[config.mk]
export PLATFORM = sky130hd
export DESIGN_NAME = cache_mem_arbiter
export DESIGN_NICKNAME = d
export VERILOG_FILES = /design/src/rtl/cache_mem_arbiter.sv
export SDC_FILE = /design/constraint.sdc
export NUM_CORES = 1
export LEC_CHECK = 0
export ABC_AREA = 0
export CORE_AREA = 2 2 191 193
export CTS_CLUSTER_DIAMETER = 120
export CTS_CLUSTER_SIZE = 28
export DETAILED_ROUTE_END_ITERATION = 10
export DIE_AREA = 0 0 193 195
export GPL_ROUTABILITY_DRIVEN = 0
export PLACE_DENSITY_LB_ADDON = 0.15
export SYNTH_ARGS = -nofsm -noshare
export SYNTH_HDL_FRONTEND = slang
export SYNTH_SLANG_ARGS = --single-unit
[constraint.sdc]
create_clock -name clk -period 1.6 [get_ports clk]
set_input_delay 0.16 -clock clk [delete_from_list [all_inputs] [get_ports clk]]
set_output_delay 0.16 -clock clk [all_outputs]
set_load 0.02 [all_outputs]
[src/rtl/cache_mem_arbiter.sv]
// Two-port cache-to-memory arbiter. The instruction cache (port 0) and the
// data cache (port 1) share one block-wide memory port. One transaction is
// outstanding at a time. It moves through IDLE -> BUSY -> DONE -> IDLE.
// A busy counter aborts a transaction that memory never acknowledges.
module cache_mem_arbiter #(
    parameter int ADDR_WIDTH = 32,
    parameter int WORD_WIDTH = 32,
    parameter int BLOCK_SIZE = 2,
    parameter int RR_MODE    = 1,
    parameter int TIMEOUT    = 255
) (
    input  logic                                      clk,
    input  logic                                      rst,
    input  logic [1:0]                                req_cs,
    input  logic [1:0]                                req_rw,
    input  logic [1:0][ADDR_WIDTH-1:0]                req_addr,
    input  logic [1:0][WORD_WIDTH*BLOCK_SIZE-1:0]     req_wdata,
    output logic [1:0]                                req_ack,
    output logic [1:0]                                req_err,
    output logic [1:0][WORD_WIDTH*BLOCK_SIZE-1:0]     req_rdata,
    output logic                                      mem_cs,
    output logic                                      mem_rw,
    output logic [ADDR_WIDTH-1:0]                     mem_addr,
    output logic [WORD_WIDTH*BLOCK_SIZE-1:0]          mem_wdata,
    input  logic                                      mem_ack,
    input  logic [WORD_WIDTH*BLOCK_SIZE-1:0]          mem_rdata,
    output logic                                      grant
);

    // The busy counter is 8 bits wide. The timeout is compared against the
    // count before it increments, so TIMEOUT BUSY cycles elapse before the
    // transaction is aborted.
    localparam logic [7:0] TIMEOUT_CNT = 8'(TIMEOUT);

    typedef enum logic [1:0] {
        IDLE,
        BUSY,
        DONE
    } state_t;

    state_t     state;
    logic       last_grant;
    logic [7:0] busy_cnt;
    logic       winner;
    logic       timeout_hit;

    // Pick the next owner. A lone request always wins. On a tie, round-robin
    // mode serves the port that was not granted last. Fixed mode favours the
    // data cache.
    always_comb begin
        winner = 1'b0;
        if (req_cs == 2'b11) begin
            winner = (RR_MODE != 0) ? ~last_grant : 1'b1;
        end else begin
            winner = req_cs[1];
        end
    end

    // This cycle is the last BUSY cycle the transaction is allowed. It
    // matters only when mem_ack is low, because a late ack still counts as
    // success.
    assign timeout_hit = (busy_cnt == (TIMEOUT_CNT - 8'd1));

    // Arbiter state machine. All outputs are registered. The ack and err
    // pulses clear by default, so each one lasts exactly one cycle: the DONE
    // cycle.
    always_ff @(posedge clk) begin
        if (rst) begin
            state      <= IDLE;
            mem_cs     <= 1'b0;
            mem_rw     <= 1'b0;
            mem_addr   <= '0;
            mem_wdata  <= '0;
            req_ack    <= '0;
            req_err    <= '0;
            req_rdata  <= '0;
            grant      <= 1'b0;
            last_grant <= 1'b1;
            busy_cnt   <= '0;
        end else begin
            req_ack <= '0;
            req_err <= '0;
            case (state)
                IDLE: begin
                    if (|req_cs) begin
                        grant      <= winner;
                        last_grant <= winner;
                        mem_rw     <= req_rw[winner];
                        mem_addr   <= req_addr[winner];
                        mem_wdata  <= req_wdata[winner];
                        mem_cs     <= 1'b1;
                        busy_cnt   <= '0;
                        state      <= BUSY;
                    end
                end
                BUSY: begin
                    busy_cnt <= busy_cnt + 8'd1;
                    if (mem_ack) begin
                        if (!mem_rw) begin
                            req_rdata[grant] <= mem_rdata;
                        end
                        req_ack[grant] <= 1'b1;
                        mem_cs         <= 1'b0;
                        state          <= DONE;
                    end else if (timeout_hit) begin
                        req_err[grant] <= 1'b1;
                        mem_cs         <= 1'b0;
                        state          <= DONE;
                    end
                end
                DONE: begin
                    state <= IDLE;
                end
                default: begin
                    state <= IDLE;
                end
            endcase
        end
    end

endmodule

* Yosys cells after proc, flatten, opt, wreduce, memory -nomap -nowiden *
Index checks and enable logic that the tools add are counted.

word-level totals
  register bits = 242
  input port bits = 263
  output and inout port bits = 231
  word-level logic and storage cells = 59

cells by class
  $add $sub $neg = 1
  $lt $le $gt $ge = 3
  equal/unequal tests = 5
  muxes and demuxes = 22
  bitwise gates (word level) = 5
  reductions and logical operators = 11

operator list
  operator                                                                       count
  64-bit 2-to-1 mux                                                              3
  128-bit bitwise mux                                                            1
  64-bit demux with 1-bit select                                                 1
  32-bit 2-to-1 mux                                                              2
  8-bit case mux with 2 select lines                                             1
  8-bit by 1-bit adder with 8-bit output (second input constant)                 1
  8-bit == test (second input constant)                                          1
  8-bit 2-to-1 mux                                                               1
  1-bit 2-to-1 mux                                                               7
  2-bit 2-to-1 mux                                                               3
  2-bit AND reduction                                                            3
  3-bit AND reduction                                                            2
  1-bit inverter                                                                 5
  1-bit by 2-bit less-than comparator with 1-bit output (second input constant)  2
  2-bit case mux with 2 select lines                                             1
  4-bit OR reduction                                                             1
  3-bit inequality test (second input constant)                                  1
  3-bit OR reduction                                                             1
  2-bit by 1-bit == test with 1-bit output (second input constant)               1
  2-bit == test (second input constant)                                          1
  2-bit logical NOT                                                              1
  2-bit inequality test (second input constant)                                  1
  1-bit case mux with 2 select lines                                             1
  2-bit nonzero test                                                             1
  other kinds (4)                                                                4

* Logic depth before layout (Yosys ltp) *
  depth after elaboration = 5
  gate-level depth with buffers = 6
  mapped depth without buffers = 5

* Worst setup path before layout *
No wires, ideal clock.

  kind = flip-flop to flip-flop
  from = register grant
  to = register req_rdata[67] in the netlist's numbering
  library setup time = 0.132 ns
  arrival time = 1.487 ns
  required time = 1.468 ns
  path slack = -0.019 ns
  stages on the path, launching flop included = 7
  buffers on the path = 3
  period minus slack after synthesis = 1.619 ns
  cells stage by stage = dfxtp_1 > buf_2 > or4b_1 > buf_4 > buf_6 > nand2_1 > a21oi_1

between the ends
  longest elaborated chain between the ends = 5
  elaborated cells between the ends (all ways) = 6
  those cells by class = order compare (2); mux (3); reduce/logical (1)

RTL lines
  element                                                                                                                                  RTL line  RTL
  start: declaration                                                                                                                       27        output logic grant
  start signal: assignment                                                                                                                 86        grant <= winner;
  1-bit by 2-bit less-than comparator with 1-bit output (implied by the code) / 1-bit greater-or-equal comparator (equally long branches)  100       req_rdata[grant] <= mem_rdata;
  1-bit logical AND (implied by the code)                                                                                                  100
  64-bit 2-to-1 mux (implied by the code)                                                                                                  100
  64-bit demux with 1-bit select *                                                                                                         100
  128-bit bitwise mux *                                                                                                                    100
  end signal: indexed assignment                                                                                                           100
  end: declaration                                                                                                                         20        output logic [1:0][WORD_WIDTH*BLOCK_SIZE-1:0] req_rdata,

Mark *: on every way between the ends. The rest lies on a longest branch, timed or not.
A chain may end at the register's enable or synchronous reset.

* Worst setup path after layout *
  from = register state[0]
  to = register mem_addr[8]

between the ends
  longest elaborated chain between the ends = 2

RTL lines
  element                               RTL line  RTL
  start: declaration                    41        state_t state;
  start signal: assignment              69        state <= IDLE;
  start signal: assignment              93        state <= BUSY;
  start signal: assignment              104       state <= DONE;
  2-bit logical NOT                     83        case (state)
  2-bit AND reduction (no source line)  --
  end signal: assignment                89        mem_addr <= req_addr[winner];
  end: declaration                      23        output logic [ADDR_WIDTH-1:0] mem_addr,

No other way between the ends.

==> results.sh <==
export IMPL_finalNetCount=1864
export IMPL_critPathCaptureType="flip-flop"
export IMPL_cp_data_required_time_ns=2.01
export IMPL_path_clk_slew_ns=0.12
export IMPL_critPathLaunchType="flip-flop"
export IMPL_synth_cell_types=35
export IMPL_grt_overflow_total=0
export IMPL_cts_tree="yes"
export IMPL_route_detailed_wl_per_inst_um=19.08
export IMPL_violations="setup timing"
export IMPL_drtIter0Drc=411
export IMPL_status="complete, but fails checks"
export IMPL_fin_util_pct=46.79
export IMPL_grt_pass1_vias=9377
export IMPL_cts_buffers=12
export IMPL_pre_cts_ws_ns=-0.3557
export IMPL_synth_simple_area_share_pct=16.61
export IMPL_hp_class="in -> reg"
export IMPL_core_mm2=0.03540
export IMPL_path_class="reg -> reg"
export IMPL_clockBufferDepth=3
export IMPL_die_area_mm2=0.03764
export IMPL_arrival_ns=2.05
export IMPL_htree_num_levels=1
export IMPL_firstDrtPassIters=6
export IMPL_yosysSeqAreaShare_pct=51.29
export IMPL_synth_seq_cells=242
export IMPL_post_drt_via_cell_ratio=4.618
export IMPL_ios=494
export IMPL_synth_adder_area_share_pct=0.2649
export IMPL_synth_xor_area_share_pct=0
export IMPL_clock_sinks=242
export IMPL_irDropWorstVdd_mv=0.5519
export IMPL_drv_cap=0
export IMPL_grt_pass1_wl_um=55980
export IMPL_crit_path_frequent_cell="buf_12"
export IMPL_fin_area_mm2=0.01656
export IMPL_place_hpwl_um=27730
export IMPL_relSlewSlack_pct=75.20
export IMPL_synth_area_mm2=0.009445
export IMPL_synth_top_family_by_area="simple AND/OR/NAND/NOR gates"
export IMPL_die_w_um=193
export IMPL_drc=0
export IMPL_path_buf_inv=4
export IMPL_yosys_warnings=0
export IMPL_layout_min_cycle_time_ns=1.639
export IMPL_synthesis_nets=1335
export IMPL_cts_root_buf="clkbuf_16"
export IMPL_start_util_pct=26.68
export IMPL_muxShareOfSynthArea_pct=10.64
export IMPL_layout_setup_ws_ns=-0.03890
export IMPL_crit_chain="buf_6, or2_4, nor2_4, buf_12, buf_12, buf_8, nor2_1, a211oi_1"
export IMPL_fp_dieH_um=195
export IMPL_skew_ns=0.02070
export IMPL_antenna_left=0
export IMPL_final_max_slew_violation_count=0
export IMPL_cellPowerDensity_mw_per_mm2=878.2
export IMPL_port_buffers=493
export IMPL_num_vias=9555
export IMPL_setup_viol=65
export IMPL_cpPeakStageDelay_ns=0.34
export IMPL_fillCellCount=3541
export IMPL_clkLatencyLatePin_ns=0.49
export IMPL_drive_above_1_share_pct=13.63
export IMPL_finalCritPeriodShare_pct=102.4
export IMPL_antenna_found_initial=10
export IMPL_rows=69
export IMPL_critPathMaxFanout=10
export IMPL_netlist_instances=1070
export IMPL_track_usage_pct=19.19
export IMPL_leakage_uw=0.007038
export IMPL_rsz0062_at_grt="yes"
export IMPL_path_delay_family="buffers and inverters"
export IMPL_routed_wl_um=39480
export IMPL_place_area_mm2=0.01531
export IMPL_syn_avg_cell_area_um2=8.827
export IMPL_total_power_uw=14550
export IMPL_holdWs_ns=0.2362
export IMPL_max_freq_mhz=610.2
export IMPL_area_delta_synth_final_pct=75.36
export IMPL_finalHoldViolations=0
export IMPL_cp_slowest_cell="dfxtp_2"
export IMPL_grt_max_degree=81
export IMPL_worst_pin_slew_ns=0.3616
export IMPL_synth_compound_area_share_pct=15.67
sequential cells by signal, indices dropped and copies added, names as in the netlist:
name and flops:
busy_cnt 8, grant 1, last_grant 1, mem_addr 32, mem_cs 1, mem_rw 1, mem_wdata 64, req_ack 2
req_err 2, req_rdata 128, state 2
cells by family after synthesis:
group / count (synthesis)
compound gates: 243
buf+inv: 90
mux: 100
fa+ha+maj: 2
simple gates: 393
flops: 242
cell usage after synthesis:
| cell | n | share of area, % |
|---|---|---|
| a211oi_1 | 98 | 7.8 |
| a21boi_1 | 1 | 0.080 |
| a21oi_1 | 135 | 7.2 |
| a31oi_1 | 2 | 0.13 |
| a41oi_1 | 1 | 0.093 |
| and3_1 | 1 | 0.066 |
| and4_1 | 2 | 0.19 |
| and4b_1 | 2 | 0.21 |
| buf_2 | 39 | 2.1 |
| buf_4 | 8 | 0.64 |
| buf_6 | 14 | 1.7 |
| clkbuf_1 | 27 | 1.1 |
| dfxtp_1 | 242 | 51 |
| ha_1 | 2 | 0.26 |
| inv_1 | 2 | 0.080 |
| mux2_2 | 3 | 0.36 |
| mux2i_1 | 97 | 10 |
| nand2_1 | 263 | 10 |
| nand2_2 | 1 | 0.066 |
| nand2b_1 | 1 | 0.066 |
| nand3_1 | 4 | 0.21 |
| nand4_1 | 1 | 0.066 |
| nor2_1 | 107 | 4.3 |
| nor2_4 | 1 | 0.12 |
| nor2b_1 | 1 | 0.066 |
| nor3_1 | 1 | 0.053 |
| nor4_4 | 1 | 0.23 |
| nor4b_1 | 2 | 0.19 |
| o21ai_0 | 4 | 0.21 |
| o221a_2 | 1 | 0.12 |
| o32ai_1 | 1 | 0.093 |
| or2_1 | 1 | 0.066 |
| or2_2 | 2 | 0.13 |
| or4_1 | 1 | 0.080 |
| or4b_1 | 1 | 0.11 |
timing repair:
action,4_1_cts,5_1_grt
hold endpoints to repair,3,0
endpoints found under the setup margin,377,181
buffers inserted,17,3
gates cloned,12,13
gates resized for setup,272,82
pin swaps,35,24
hold buffers,1,0
area by class of cell:
class | instances | area (µm²) | share of cell area [%]
diodes | 8 | 20.02 | 0.1209
clock inverters | 2 | 15.01 | 0.09065
clock buffers | 13 | 325.3 | 1.964
flip-flops and latches | 242 | 4848 | 29.27
well taps | 461 | 576.8 | 3.482
repair buffers | 603 | 6352 | 38.35
multi-input cells | 738 | 4418 | 26.67
inverters | 2 | 7.507 | 0.04532
layer usage:
metal / GRT usage (%) / share of wire [%] / wire, µm
met5: 0 / 0.11 / 42
met1: 21.16 / 38 / 15070
met4: 5.948 / 2.3 / 925
met3: 7.459 / 9.7 / 3831
met2: 33.68 / 50 / 19610
placed cells by master (no fill, tap or decap), types with 4 or more instances in the layout:
master           netlist  routed
buf_6                 14      16
nor2_1               107      96
clkbuf_16              0      24
nor2_2                 0       6
dfxtp_1              242     239
nor2_4                 1       6
buf_12                 0      30
o21ai_0                4       4
diode_2                0       8
a21oi_2                0      21
a211oi_2               0      25
buf_16                 0      10
a211oi_1              98      73
mux2i_1               97      97
nand2_2                1      16
nand3_1                4       4
buf_4                  8      41
dlygate4sd2_1          0     226
a21oi_1              135     114
clkdlybuf4s50_1        0     261
nand2_1              263     246
worst register-to-register path, cell delays in order, from the launching register on:
cell	delay, ns
dfxtp_2	0.34
buf_6	0.11
or2_4	0.25
nor2_4	0.17
buf_12	0.15
buf_12	0.15
buf_8	0.14
nor2_1	0.05
a211oi_1	0.20
final timing paths:
check | start | to | slack (ns) | cells after the start
worst max register to register | state[0] | mem_addr[8] | -0.04 | 8
worst max-delay path | state[0] | mem_addr[8] | -0.04 | 8
worst min register to register | req_rdata[125] | req_rdata[125] | 0.46 | 2
worst min-delay path | mem_rdata[12] | req_rdata[76] | 0.24 | 3
where the power goes:
group / leakage [µW] / switching (µW) / internal (µW)
sequential: 0.00198 / 235 / 6460
clock: 0.000161 / 2060 / 1480
combinational: 0.00490 / 2120 / 2190
total: 0.00704 / 4420 / 10100
metrics by stage:
stage | cells | setup TNS, ns
global placement | 2002 | -48.60
CTS | 2047 | -1.604
global route | 2067 | -8.929
finish | 2069 | -0.7340
detailed placement | 2002 | -53.13
floorplan | 1070 | 0
(Power assumes the default switching activity.)
